### src/rtl/fir_pkg.sv
// rtl/fir_pkg.sv - shared types, rounding helper and bench coefficients for fir_mc
package fir_pkg;

  typedef enum logic [2:0] {IDLE, LOAD, MAC, ROUND, OUTPUT} state_t;

  localparam int DEF_TAPS = 16;

  localparam logic signed [15:0] DEFAULT_COEF [DEF_TAPS] = '{
    -16'sd81,   -16'sd134,  16'sd318,   16'sd645,
    -16'sd1257, -16'sd2262, 16'sd4522,  16'sd14633,
    16'sd14633, 16'sd4522,  -16'sd2262, -16'sd1257,
    16'sd645,   16'sd318,   -16'sd134,  -16'sd81
  };

  // Round half up out of Q1.(coef_w-1), then clamp to a data_w-bit signed range.
  function automatic logic signed [63:0] sat_round(input logic signed [63:0] acc,
                                                   input int coef_w, input int data_w);
    logic signed [63:0] r;
    logic signed [63:0] max_v;
    logic signed [63:0] min_v;
    r     = (acc + (64'sd1 <<< (coef_w - 2))) >>> (coef_w - 1);
    max_v = (64'sd1 <<< (data_w - 1)) - 64'sd1;
    min_v = -(64'sd1 <<< (data_w - 1));
    if (r > max_v)
      r = max_v;
    else if (r < min_v)
      r = min_v;
    return r;
  endfunction

endpackage

### src/rtl/fir_hist_bank.sv
// rtl/fir_hist_bank.sv - per-channel sample history shift registers with random read
module fir_hist_bank #(
  parameter int DATA_W   = 16,
  parameter int TAPS     = 16,
  parameter int CHANNELS = 2,
  parameter int CHAN_W   = 1,
  parameter int ADDR_W   = 4
) (
  input  logic                     ck,
  input  logic                     rst,
  input  logic                     shift,
  input  logic                     clear,
  input  logic [CHAN_W-1:0]        wr_chan,
  input  logic signed [DATA_W-1:0] wr_data,
  input  logic [CHAN_W-1:0]        rd_chan,
  input  logic [ADDR_W-1:0]        rd_addr,
  output logic signed [DATA_W-1:0] rd_data
);

  logic signed [DATA_W-1:0] hist [CHANNELS][TAPS];

  always_ff @(posedge ck or posedge rst) begin
    if (rst) begin
      for (int c = 0; c < CHANNELS; c++)
        for (int t = 0; t < TAPS; t++)
          hist[c][t] <= '0;
    end else if (clear) begin
      for (int c = 0; c < CHANNELS; c++)
        for (int t = 0; t < TAPS; t++)
          hist[c][t] <= '0;
    end else if (shift) begin
      hist[wr_chan][0] <= wr_data;
      for (int t = 1; t < TAPS; t++)
        hist[wr_chan][t] <= hist[wr_chan][t-1];
    end
  end

  assign rd_data = hist[rd_chan][rd_addr];

endmodule

### src/rtl/fir_mc.sv
// rtl/fir_mc.sv - time-multiplexed multi-channel FIR with one MAC and shared coefficients
module fir_mc
  import fir_pkg::*;
#(
  parameter int DATA_W   = 16,
  parameter int COEF_W   = 16,
  parameter int TAPS     = 16,
  parameter int CHANNELS = 2,
  localparam int ACC_W   = DATA_W + COEF_W + $clog2(TAPS),
  localparam int CHAN_W  = (CHANNELS > 1) ? $clog2(CHANNELS) : 1,
  localparam int ADDR_W  = $clog2(TAPS)
) (
  input  logic                     ck,
  input  logic                     rst,
  input  logic signed [DATA_W-1:0] in_data,
  input  logic [CHAN_W-1:0]        in_chan,
  input  logic                     in_valid,
  output logic                     in_ready,
  output logic signed [DATA_W-1:0] out_data,
  output logic [CHAN_W-1:0]        out_chan,
  output logic                     out_valid,
  input  logic                     out_ready,
  input  logic                     coef_we,
  input  logic [ADDR_W-1:0]        coef_addr,
  input  logic signed [COEF_W-1:0] coef_data,
  input  logic                     clear
);

  localparam int PROD_W = DATA_W + COEF_W;
  localparam logic [ADDR_W-1:0] LAST = ADDR_W'(TAPS - 1);

  state_t                   state, state_nx;
  logic [CHAN_W-1:0]        chan;
  logic signed [DATA_W-1:0] sample;
  logic [ADDR_W-1:0]        addr;
  logic signed [ACC_W-1:0]  acc;
  logic signed [COEF_W-1:0] coef [TAPS];
  logic signed [DATA_W-1:0] hist_q;
  logic signed [PROD_W-1:0] prod;
  logic signed [63:0]       rnd;
  logic                     hist_shift, hist_clear;
  logic                     accept, chan_ok;

  assign accept  = in_valid && in_ready;
  assign chan_ok = int'(in_chan) < CHANNELS;
  assign prod    = PROD_W'(hist_q) * PROD_W'(coef[addr]);
  assign rnd     = sat_round(64'(acc), COEF_W, DATA_W);

  fir_hist_bank #(
    .DATA_W(DATA_W), .TAPS(TAPS), .CHANNELS(CHANNELS), .CHAN_W(CHAN_W), .ADDR_W(ADDR_W)
  ) u_hist (
    .ck(ck), .rst(rst), .shift(hist_shift), .clear(hist_clear),
    .wr_chan(chan), .wr_data(sample),
    .rd_chan(chan), .rd_addr(addr), .rd_data(hist_q)
  );

  always_ff @(posedge ck or posedge rst) begin
    if (rst)
      state <= IDLE;
    else
      state <= state_nx;
  end

  // clear wins over a same-edge accept; an out-of-range channel is simply not started
  always_comb begin
    state_nx = state;
    unique case (state)
      IDLE:   if (accept && !clear && chan_ok) state_nx = LOAD;
      LOAD:   state_nx = MAC;
      MAC:    if (addr == LAST) state_nx = ROUND;
      ROUND:  state_nx = OUTPUT;
      OUTPUT: if (out_ready) state_nx = IDLE;
      default: state_nx = IDLE;
    endcase
  end

  always_comb begin
    in_ready   = (state == IDLE);
    hist_shift = (state == LOAD);
    hist_clear = (state == IDLE) && clear;
  end

  always_ff @(posedge ck or posedge rst) begin
    if (rst) begin
      chan      <= '0;
      sample    <= '0;
      addr      <= '0;
      acc       <= '0;
      out_data  <= '0;
      out_chan  <= '0;
      out_valid <= 1'b0;
      for (int i = 0; i < TAPS; i++)
        coef[i] <= '0;
    end else begin
      unique case (state)
        IDLE: begin
          if (coef_we)
            coef[coef_addr] <= coef_data;
          if (accept) begin
            chan   <= in_chan;
            sample <= in_data;
          end
        end
        LOAD: begin
          acc  <= '0;
          addr <= '0;
        end
        MAC: begin
          acc  <= acc + ACC_W'(prod);
          addr <= (addr == LAST) ? '0 : addr + 1'b1;
        end
        ROUND: begin
          out_data  <= rnd[DATA_W-1:0];
          out_chan  <= chan;
          out_valid <= 1'b1;
        end
        OUTPUT: begin
          if (out_ready)
            out_valid <= 1'b0;
        end
        default: ;
      endcase
    end
  end

endmodule

### config.mk
export PLATFORM = sky130hd
export DESIGN_NAME = fir_mc
export DESIGN_NICKNAME = d
export VERILOG_FILES = /design/src/rtl/fir_pkg.sv /design/src/rtl/fir_hist_bank.sv /design/src/rtl/fir_mc.sv
export SDC_FILE = /design/constraint.sdc
export NUM_CORES = 2
export LEC_CHECK = 0
export CAP_MARGIN = 10
export CORE_MARGIN = 1
export CORE_UTILIZATION = 65
export DETAILED_ROUTE_END_ITERATION = 12
export PLACE_DENSITY = 0.79
export SYNTH_ARGS = -nofsm -noshare
export SYNTH_HDL_FRONTEND = slang
export SYNTH_SLANG_ARGS = --single-unit
export TNS_END_PERCENT = 5
### constraint.sdc
create_clock -name ck -period 55 [get_ports ck]
set_input_delay 11 -clock ck [delete_from_list [all_inputs] [get_ports ck]]
set_output_delay 11 -clock ck [all_outputs]
set_load 0.05 [all_outputs]
==> metrics.txt <==
post-synthesis mux area share=0.167; DRC viols=0; WP data required=55.59 ns; DP HPWL=66.0 mm; main combinational cell family by area after synthesis=multiplexers; routed vias/inst=6.46; Syn Std Cell Area=48600 um2; Clk pin slew, worst setup/hold paths=0.06 ns; gpl congestion=around 0.89; crit start category=input port; Synth top cells by count=dfrtp_1 (846), a22o_1 (522), inv_1 (385); status=finished clean; Pwr per Cell Area=66.1 nW/um2; post-CTS setup buffers=0; share of layout cells above drive strength 1=0.183; share of the yosys chip area belonging to registers=0.436; core area=73500 um2; largest buffer count on any clock path=3; CP top delay family=buffers and inverters; I/O Buffers=61; Worst Hold Class=flip-flop to flip-flop; area grow syn2layout=9.02%; CP dominant cell by count=buf_4; post-CTS sizing=0; Warnings, synthesis=0; post-synthesis adder-cell area fraction=0.157; clk root buf=clkbuf_16; top post-synthesis cells by area=dfrtp_1 (44%), fa_1 (13%), a22o_1 (9.4%); Post-Synth XOR/XNOR Area=0.00919; initial antenna violation count=3; Starting Density=0.662; EDFF count, synth=0; Yosys reg bits=approximately 850; Worst Skew=roughly 0.023 ns; Final TNS setup=0 ns; largest net degree at the start of global routing=257; Finished Core Util=0.721; Worst VDD drop=0.0785 mV; fin crit share=0.264; Row Count=99; RSZ-0062 raised after global routing=no; synthesized net count=4252; Final ANT Viol Nets=0; io pins=62; Post-Syn Instances=3786; endpoints failing setup=0; max_cap viols=0; CP Buf/Inv Count=5; Tot Pwr=approximately 0.0035 W; Hold-fix buffers, CTS=0; all-layer global routing usage=0.294; CP max-delay cell=buf_4; Vias=30.6k; gr ovfl total=0; Leakage=25.2 nW; CTS buffer count=88; first-pass GRT wire length=175 mm; Mean Syn Cell Area=12.8 um2; WL/cell=22.4 um; actual slew at the worst max-slew pin=1.36 ns; crit path cell chain=clkdlybuf4s50_1 > inv_8 > buf_4 > buf_4 > buf_12; Compound-Gate Fraction of Synth Area=0.125; Largest stage delay, worst path=0.97 ns; Simple-Gate Fraction of Synth Area=0.0518; number of clock sinks seen by CTS=846; area fraction of the dominant cell type after synthesis=0.436; Die Ht=275 um; worst skew pair latency=roughly 0.64 ns; Routed WL=106 mm; Die ar.=75900 um2; vias in the first global route=31.5k; ys flop type=dfrtp_1; DR pass1 iterations=5; Slew headroom=0.0960; top-count cell post-synth=dfrtp_1; Crit Path Max Fanout=between 150 and 200; minimum clock period=14.49 ns; Netlist cell types=72; Worst EP arrival=15.09 ns; Final Hold Viols=0; largest area contributor in the netlist=dfrtp_1; Die Wd=275 um; H-Tree Depth=3; CTS tree=done; crit path kind=input port to async pin; ys async rst share=1.00; Fmax=between 0.06 and 0.07 GHz; Final nets=4180; initial DRC count=2491; Max Slew Vio Count=0; Critical Path End Type=async pin
-- layout by cell type (no fill, tap or decap), types with 26 or more instances in the layout --
master	n
and2_1	101
clkdlybuf4s50_1	61
o21ai_0	45
fa_1	314
dfrtp_1	841
ha_1	109
o21ai_1	33
nor2b_1	43
mux2i_1	59
mux2_1	26
mux4_2	181
a21oi_1	53
xnor2_1	29
nor2_1	63
buf_4	41
inv_1	384
mux2_2	281
a22o_1	522
clkbuf_16	89
nand2_1	209
-- logic make-up after synthesis --
kind of cell / count (synthesis)
xor gates and xnor gates: 51
and+or+nand+nor: 504
DFF: 846
buffers and inverters: 655
AOI/OAI and AO/OA: 760
muxes: 547
adders and majority gates: 423
-- stage by stage --
step / cells / setup slack (ns) / hold WS [ns] / instance area [um2]
final: 4746 / 40.51 / 0.480 / 53000
after global routing: 4746 / 39.95 / 0.506 / 53000
after CTS: 4744 / 40.49 / 0.488 / 53000
after detailed placement: 4582 / 39.82 / 0.471 / 49700
after global placement: 4582 / 39.79 / 0.464 / 49700
after floorplan: 3786 / 20.23 / 0.452 / 48600
-- registers in the layout, summed over array words and instances, names as in the netlist --
name / flops
addr: 4
out_data: 16
chan: 1
acc: 36
coef: 256
sample: 16
out_valid: 1
out_chan: 1
u_hist.hist: 512
state: 3
-- path summary, 6_finish.rpt --
| kind | slack (ns) | cells after the start | to | from |
|---|---|---|---|---|
| setup / recovery | 40.51 | 5 | coef[92] | rst |
| hold / removal | 0.48 | 1 | coef[245] | coef[245] |
| setup reg to reg | 44.42 | 28 | acc[32] | addr[0] |
| hold reg to reg | 0.48 | 1 | coef[245] | coef[245] |
| max in group ck | 41.39 | 2 | in_ready | state[0] |
| min in group asynchronous | 10.96 | 2 | u_hist.hist[327] | rst |
-- report_power, final --
group	leakage (nW)	internal [W]	switching, W	total [W]
clock	1.60	0.000406	0.000251	0.000658
sequential	11.4	0.000739	0.0000959	0.000835
combinational	12.2	0.000816	0.00119	0.00201
total	25.2	0.00196	0.00154	0.00350
-- worst reg2reg max path: cells and delay by family (launching register included) --
family | cells | cell delay (ns)
muxes | 1 | 0.44
buffers and inverters | 6 | 1.95
xor gates and xnor gates | 1 | 0.16
DFF | 1 | 0.70
AOI/OAI and AO/OA | 9 | 2.18
and+or+nand+nor | 4 | 1.31
adders and majority gates | 7 | 3.68
-- per-layer routing --
metal / vias up / track usage / share of wire
met3: 163 / 0.0482 / 0.059
met1: 16300 / 0.440 / 0.44
met4: 2 / 0.0741 / 0.021
met2: 858 / 0.454 / 0.48
met5: - / 0 / 0.00012
li1: 13300 / - / -
-- layout make-up --
type	count	area, um2
Fill cell	4737	20500
Multi-Input combinational cell	2285	24900
Antenna cell	1	2.50
Tap cell	959	1200
Timing Repair Buffer	107	1020
Clock buffer	123	2550
Inverter	386	1460
Sequential cell	846	21200
Clock inverter	39	707
(Power assumes the default switching activity.)
